===== src/rtl/line_burst_adapter.sv =====
// Cache-line to beat-burst adapter: one outstanding 256-bit line moved as ascending 64-bit beats.
// Optional ADAPTER_FAST_RESP_EN: completion is signalled combinationally on the last beat (no DONE cycle).
`timescale 1ns/1ps
module line_burst_adapter #(
    parameter int LINE_WIDTH = 256,
    parameter int BEAT_WIDTH = 64,
    parameter int ADDR_WIDTH = 32
) (
    input  logic                  clk,
    input  logic                  reset,
    input  logic [ADDR_WIDTH-1:0] line_address,
    input  logic                  line_read,
    input  logic                  line_write,
    input  logic [LINE_WIDTH-1:0] line_wdata,
    output logic [LINE_WIDTH-1:0] line_rdata,
    output logic                  line_resp,
    output logic [ADDR_WIDTH-1:0] burst_address,
    output logic                  burst_read,
    output logic                  burst_write,
    output logic [BEAT_WIDTH-1:0] burst_wdata,
    input  logic [BEAT_WIDTH-1:0] burst_rdata,
    input  logic                  burst_resp,
    output logic                  busy,
    output logic                  err
);

    localparam int BEATS = LINE_WIDTH / BEAT_WIDTH;
    localparam int OFFS  = $clog2(LINE_WIDTH / 8);
    localparam int CNT_W = (BEATS > 1) ? $clog2(BEATS) : 1;
    localparam logic [ADDR_WIDTH-1:0] ADDR_MASK = {{(ADDR_WIDTH-OFFS){1'b1}}, {OFFS{1'b0}}};

    typedef enum logic [1:0] {IDLE, RD, WR, DONE} state_t;

`ifdef ADAPTER_FAST_RESP_EN
    localparam state_t AFTER_LAST = IDLE;
`else
    localparam state_t AFTER_LAST = DONE;
`endif

    state_t                 state_q, state_d;
    logic [CNT_W-1:0]       cnt_q, cnt_d;
    logic [ADDR_WIDTH-1:0]  addr_q, addr_d;
    logic [LINE_WIDTH-1:0]  buf_q, buf_d;
    logic [LINE_WIDTH-1:0]  rdata_q, rdata_d;
    logic                   err_q, err_d;
    logic                   last_beat;

    assign last_beat = (cnt_q == CNT_W'(BEATS - 1));

    always_comb begin
        state_d = state_q;
        cnt_d   = cnt_q;
        addr_d  = addr_q;
        buf_d   = buf_q;
        rdata_d = rdata_q;
        err_d   = err_q;
        case (state_q)
            IDLE: begin
                if (line_read || line_write) begin
                    addr_d = line_address;
                    cnt_d  = '0;
                end
                // A simultaneous read+write is served as a read and flagged.
                if (line_read) begin
                    state_d = RD;
                    if (line_write) err_d = 1'b1;
                end else if (line_write) begin
                    state_d = WR;
                    buf_d   = line_wdata;
                end
                if (burst_resp) err_d = 1'b1;
            end
            RD: begin
                if (burst_resp) begin
                    buf_d[cnt_q*BEAT_WIDTH +: BEAT_WIDTH] = burst_rdata;
                    cnt_d = cnt_q + CNT_W'(1);
                    if (last_beat) begin
                        rdata_d = {burst_rdata, buf_q[LINE_WIDTH-BEAT_WIDTH-1:0]};
                        state_d = AFTER_LAST;
                    end
                end
            end
            WR: begin
                if (burst_resp) begin
                    cnt_d = cnt_q + CNT_W'(1);
                    if (last_beat) state_d = AFTER_LAST;
                end
            end
            DONE: begin
                state_d = IDLE;
                if (burst_resp) err_d = 1'b1;
            end
            default: state_d = IDLE;
        endcase
    end

    always_ff @(posedge clk) begin
        if (reset) begin
            state_q <= IDLE;
            cnt_q   <= '0;
            addr_q  <= '0;
            rdata_q <= '0;
            err_q   <= 1'b0;
        end else begin
            state_q <= state_d;
            cnt_q   <= cnt_d;
            addr_q  <= addr_d;
            rdata_q <= rdata_d;
            err_q   <= err_d;
        end
    end

    // Line buffer is pure data; its contents are meaningless outside a transaction.
    always_ff @(posedge clk) begin
        buf_q <= buf_d;
    end

    assign busy          = (state_q != IDLE);
    assign burst_read    = (state_q == RD);
    assign burst_write   = (state_q == WR);
    assign burst_address = addr_q & ADDR_MASK;
    assign burst_wdata   = (state_q == WR) ? buf_q[cnt_q*BEAT_WIDTH +: BEAT_WIDTH] : '0;
    assign err           = err_q;

`ifdef ADAPTER_FAST_RESP_EN
    assign line_resp  = (state_q == RD || state_q == WR) && burst_resp && last_beat;
    assign line_rdata = (state_q == RD && burst_resp && last_beat) ? rdata_d : rdata_q;
`else
    assign line_resp  = (state_q == DONE);
    assign line_rdata = rdata_q;
`endif

endmodule


===== config.mk =====
export PLATFORM = sky130hd
export DESIGN_NAME = line_burst_adapter
export DESIGN_NICKNAME = d
export VERILOG_FILES = /design/src/rtl/line_burst_adapter.sv
export SDC_FILE = /design/constraint.sdc
export NUM_CORES = 1
export LEC_CHECK = 0
export BUFFER_PORTS_ARGS = -buffer_cell sky130_fd_sc_hd__buf_2
export CAP_MARGIN = 0
export CORE_AREA = 2 2 277 279
export DETAILED_ROUTE_END_ITERATION = 10
export DIE_AREA = 0 0 279 281
export HOLD_SLACK_MARGIN = 0.05
export PLACE_DENSITY = 0.5
export SYNTH_ARGS = -nofsm -noshare
export SYNTH_HDL_FRONTEND = slang
export SYNTH_SLANG_ARGS = --single-unit

===== constraint.sdc =====
create_clock -name clk -period 12.8 [get_ports clk]
set_clock_uncertainty 0.05 [all_clocks]
set_input_delay 3.84 -clock clk [delete_from_list [all_inputs] [get_ports clk]]
set_output_delay 3.84 -clock clk [all_outputs]
set_load 0.03 [all_outputs]

==> impl_metrics.yaml, run 1 <==
outcome:
  outcome: "finished clean"
power:
  p_comb_share_pct: 24.5
  pwr-share-seq_pct: 42.6
  net-switching-power_uw: 1800
  switching_share_pct: 31.6
  irDropWorstVdd_v: 0.0000946
  p_per_area_nw_per_um2: 198
  clock_power_share_pct: 32.9
  leakagePower_uw: 0.0114
  internal_power_uw: 3900
drt:
  wire_per_inst_um: 24.0
  ant_nets: 0
  drt-total-wl_mm: 88.7
  routed_via_density: 5.09
  drtPass1Iterations: 6
  num_vias: 18790
  drc: 0
  drtIter0Drc: 1584
sta:
  setup_viol: 0
  fin_crit_sh_pct: 57.4
  layout_setup_ws_ns: 5.45
  hold_ws_ns: 0.399
  finalHoldViolCount: 0
  slew_headroom_pct: 27.1
  rsz0062_at_grt: "no"
  max_freq_mhz: 136
  worst_pin_slew_ns: 1.09
  fin_tns_setup_ns: 0
  final_max_slew_viol_count: 0
  min_period_ns: 7.35
placement:
  port_buffers: 703
  dpl.hpwl_mm: 59.3
  pre_cts_ws_ns: 5.96
  globalplace.congestion: 0.910
grt:
  antenna_found_initial: 22
  gr-usage-all-layers_pct: 21.6
  grt_pass1_vias: 18562
  grt_max_degree: 137
  grt_pass1_wl_mm: 126
  overflow: 0
synth:
  ys_ff_latch: 544
  synthXorXnorAreaFrac_pct: 0
  muxShareOfSynthArea_pct: 6.55
  async_flop_share_pct: 0
  syn-cell-area_um2: 22300
  synth_top_family_by_area: "compound AO/OA/AOI/OAI gates"
  ys_seq_area_share_pct: 60.3
  syn_inst: 2012
  yosysWarnings: 0
  synth_compound_area_share_pct: 16.9
  ys_top_cells_by_area: "edfxtp_1 34%, dfxtp_1 26%, a22o_1 10%"
  synth-main-ff-cell: "dfxtp_1"
  synth.largest_area_cell: "edfxtp_1"
  synth_cell_types: 40
  synth-simple-area-share_pct: 11.9
  synth_top_area_share_pct: 34.4
  syn_avg_cell_area_um2: 11.1
  synthAdderAreaFrac_pct: 0.504
  synth-edff-count: 256
die:
  core_um2: 75400
  start_util_pct: 29.6
  rows: 101
  die_w_um: 279
  die_y_um: 281
  ios: 714
  fp.dieArea_um2: 78400
worst_setup_path:
  required_ns: 8.91
  r2r-end: "buf_q[85]"
  cp-endpoint: "burst_wdata[15]"
  start_kind: "flop"
  worstSetupPathType: "flop to primary output"
  crit_start: "cnt_q[0]"
  worstPathArrival_ns: 3.46
  path_max_fanout: 40
  r2r_setup_slack_ns: 8.24
  reg2reg_from: "cnt_q[0]"
  ff2ff_path_depth: 7
  cp-end-kind: "primary output"
cells_and_area:
  mostFrequentLayoutCells: "702 x buf_2, 566 x nand2_1, 286 x a21oi_1, 286 x dfxtp_1"
  layout_commonest_cell: "buf_2"
  drive_above_1_share_pct: 33.8
  post-route-util_pct: 38.1
  nets: 3005
  syn_to_final_growth_pct: 28.9
clocking:
  path_clk_slew_ns: 0.06
  post_cts_buffers: 0
  cts_made_buffers: 67
  cts_root_buf: "clkbuf_16"
  holdBufCountCts: 0
  cts_tree: "done"
  cts_buffer_depth: 3
  ctsResizeCount: 0
  htreeDepth: 3
  cts_sinks: 544
  clkLatencyLatePin_ns: 0.60
job:
  maxCapViolations: 0
worst_hold_path:
  hp-class: "flop to flop"
worst min-delay path by stage:
| stage | start | to | slack, ns | cells after the start |
|---|---|---|---|---|
| global route | line_rdata[112] | line_rdata[112] | 0.41 | 2 |
| finish | line_rdata[11] | line_rdata[11] | 0.40 | 2 |
| detailed placement | line_rdata[10] | line_rdata[10] | 0.39 | 2 |
| floorplan | state_q[1] | state_q[1] | 0.43 | 2 |
| global placement | line_rdata[241] | line_rdata[241] | 0.39 | 2 |
| CTS | line_rdata[10] | line_rdata[10] | 0.40 | 2 |
cells by family after synthesis:
logic type | after synthesis
adder cells (fa/ha/maj) | 9
multiplexers | 66
other | 1
AND/OR/NAND/NOR | 647
AO/OA/AOI/OAI | 556
buffers and inverters | 189
flip-flops | 544
layout make-up:
type                            instances  area, um2
Inverter                               11       48.8
Antenna cell                           17       42.5
Fill cell                            7569      46700
Clock buffer                          102       1970
Multi-Input combinational cell       1283       8080
Clock inverter                         21        204
Sequential cell                       544      13500
Tap cell                              978       1220
Timing Repair Buffer                  732       3750
power groups by stage:
stage / Combinational, uW / Clock [uW] / Sequential (uW)
2_1_floorplan: 919 / 0 / 2430
3_3_place_gp: 1390 / 0 / 2450
3_5_place_dp: 1400 / 0 / 2460
4_1_cts: 1410 / 1920 / 2430
5_1_grt: 1480 / 1990 / 2470
6_report: 1400 / 1880 / 2430
sequential cells by signal, summed over array words and instances (netlist names):
signal,cells
cnt_q,2
buf_q,256
state_q,2
err,1
addr_q,27
line_rdata,256
synth_stat cells, types with 2 or more instances:
master and n:
a21oi_1 289, a22o_1 256, and2_1 64, and4_1 2, buf_1 7, buf_2 61, buf_4 15, buf_6 3
clkbuf_1 91, dfxtp_1 288, edfxtp_1 256, ha_1 9, inv_1 10, mux4_2 64, nand2_1 566, nand4b_1 2
nor2_1 2, nor3_1 2, o21ai_0 4
worst max-delay path, stage by stage (launching register included):
cell,delay [ns]
dfxtp_4,0.85
buf_4,0.90
mux4_2,0.61
and2_1,0.21
buf_2,0.20
metrics by stage:
stage | std cells | area (um2) | power [uW]
2_1_floorplan | 2016 | 22300 | 3350
3_3_place_gp | 3548 | 26600 | 3840
3_5_place_dp | 3548 | 26600 | 3870
4_1_cts | 3671 | 28700 | 5760
5_1_grt | 3688 | 28800 | 5930
6_report | 3688 | 28800 | 5700
routing by layer:
layer | GRT usage (%) | wire length (um)
met1 | 26.7 | 35000
met2 | 36.5 | 44200
met3 | 4.81 | 6770
met4 | 9.21 | 2640
met5 | 0 | 41
Power figures use the tool's default switching activity.
==> run 2, diff against run 1 <==
- PLACE_DENSITY: 0.5 -> 0.52
- clock period: 12.8 -> 6.4 ns (I/O delays scaled with it)
==> run 2 against run 1 <==
  * Power rose by 97%
  * Die area did not move
  * Worst hold slack got worse by 0.00056 ns
  * Design area fell by 0.16%
  * Setup slack got worse by 3.9 ns
  * Clock power rose by 90%
  * Clock-buffer cell count fell by 11
  * Combinational power rose by 99%
  * Critical endpoint is now burst_wdata[42]
  * Largest power group unchanged
==> impl_metrics.yaml, run 2 (synthesized netlist as in run 1, its figures left out) <==
outcome:
  outcome: "finished clean"
grt:
  antenna_found_initial: 25
  overflow: 0
  grt_pass1_vias: 18663
  grt_pass1_wl_mm: 123
  grt_max_degree: 137
  gr-usage-all-layers_pct: 20.8
die:
  start_util_pct: 29.6
  ios: 714
  fp.dieArea_um2: 78400
  core_um2: 75400
  die_w_um: 279
  die_y_um: 281
  rows: 101
placement:
  globalplace.congestion: 0.870
  dpl.hpwl_mm: 57.4
  port_buffers: 703
worst_setup_path:
  path_max_fanout: 45
  start_kind: "flop"
  cp-end-kind: "primary output"
  cpMaxStageDelayCell: "dfxtp_4"
  required_ns: 4.43
  critPathMaxStageDelay_ns: 0.77
  cp_cell_sequence: "buf_12 -> mux4_2 -> and2_1 -> buf_2"
  worstPathArrival_ns: 2.89
  worstSetupPathType: "flop to primary output"
drt:
  wire_per_inst_um: 23.2
  drt-total-wl_mm: 85.5
  drtPass1Iterations: 5
  num_vias: 18634
  drtIter0Drc: 1407
  drc: 0
  routed_via_density: 5.06
  ant_nets: 0
sta:
  worst_pin_slew_ns: 1.06
  max_freq_mhz: 206
  fin_crit_sh_pct: 75.9
  fin_tns_setup_ns: 0
  slew_headroom_pct: 29.2
  rsz0062_at_grt: "no"
  hold_ws_ns: 0.398
  final_max_slew_viol_count: 0
  finalHoldViolCount: 0
  setup_viol: 0
  min_period_ns: 4.86
power:
  leakagePower_uw: 0.0114
  irDropWorstVdd_v: 0.000188
  p_per_area_nw_per_um2: 390
cells_and_area:
  drive_above_1_share_pct: 33.6
  nets: 2999
  mostFrequentLayoutCells: "702 x buf_2, 566 x nand2_1, 286 x a21oi_1, 286 x dfxtp_1"
  syn_to_final_growth_pct: 28.7
  layout_commonest_cell: "buf_2"
clocking:
  cts_buffer_depth: 3
  htreeDepth: 2
  path_clk_slew_ns: 0.06
  cts_made_buffers: 61
  post_cts_buffers: 0
  cts_tree: "done"
  cts_sinks: 544
  clkLatencyLatePin_ns: 0.61
  ctsResizeCount: 0
  holdBufCountCts: 0
  cts_root_buf: "clkbuf_16"
job:
  maxCapViolations: 0
worst_hold_path:
  hp-class: "flop to flop"
-- run 2: changes by cell type in the layout (fill, tap and decap cells not counted), sizes merged --
cell | previous run | this run
clkbuf | 102 | 91
bufinv | 2 | 6
diode | 17 | 20
inv | 15 | 13
clkinv | 14 | 15
clkinvlp | 1 | 2
-- run 2: final timing paths --
check,slack [ns],depth (start not counted),end,from
worst min register to register,0.40,2,line_rdata[216],line_rdata[216]
worst max-delay path,1.54,4,burst_wdata[42],cnt_q[0]
worst min-delay path,0.40,2,line_rdata[216],line_rdata[216]
worst max register to register,2.52,7,buf_q[124],cnt_q[0]
-- run 2: cell type report --
cell class	count	area, um2
diodes	20	50.0
repair buffers	732	3830
inverters	11	48.8
fillers	7536	46700
clock inverters	25	283
flip-flops and latches	544	13500
well taps	978	1220
clock buffers	91	1750
multi-input cells	1283	8080
-- run 2: critical path: cells and delay by family (launching register included) --
kind | cells | cell delay, ns
DFF | 1 | 0.77
and+or+nand+nor | 1 | 0.19
buffers and inverters | 2 | 0.63
muxes | 1 | 0.59
-- run 2: through the flow --
stage          utilization [%]  area [um2]  instances  setup slack, ns  power, uW
2_1_floorplan                -       22300       2016            0.495       6690
3_5_place_dp              35.3       26700       3548             2.08       7750
5_1_grt                   38.1       28700       3684             1.35      11700
4_1_cts                   38.0       28700       3664             1.40      11300
3_3_place_gp              35.3       26700       3548             2.09       7690
6_report                  38.1       28700       3684             1.54      11200
-- run 2: power by group --
part           switching (uW)  total [uW]  internal (uW)
Clock                    1450        3580           2130
Sequential                350        4840           4490
Combinational            1700        2790           1090
-- run 2: metal layers --
metal  up-vias  share of wire (%)  track usage [%]
li1       8503                  -                -
met1      9191                 41             26.4
met2       781                 49             34.8
met3       153                6.8             4.14
met4         6                3.0             8.05
met5         -              0.046                0
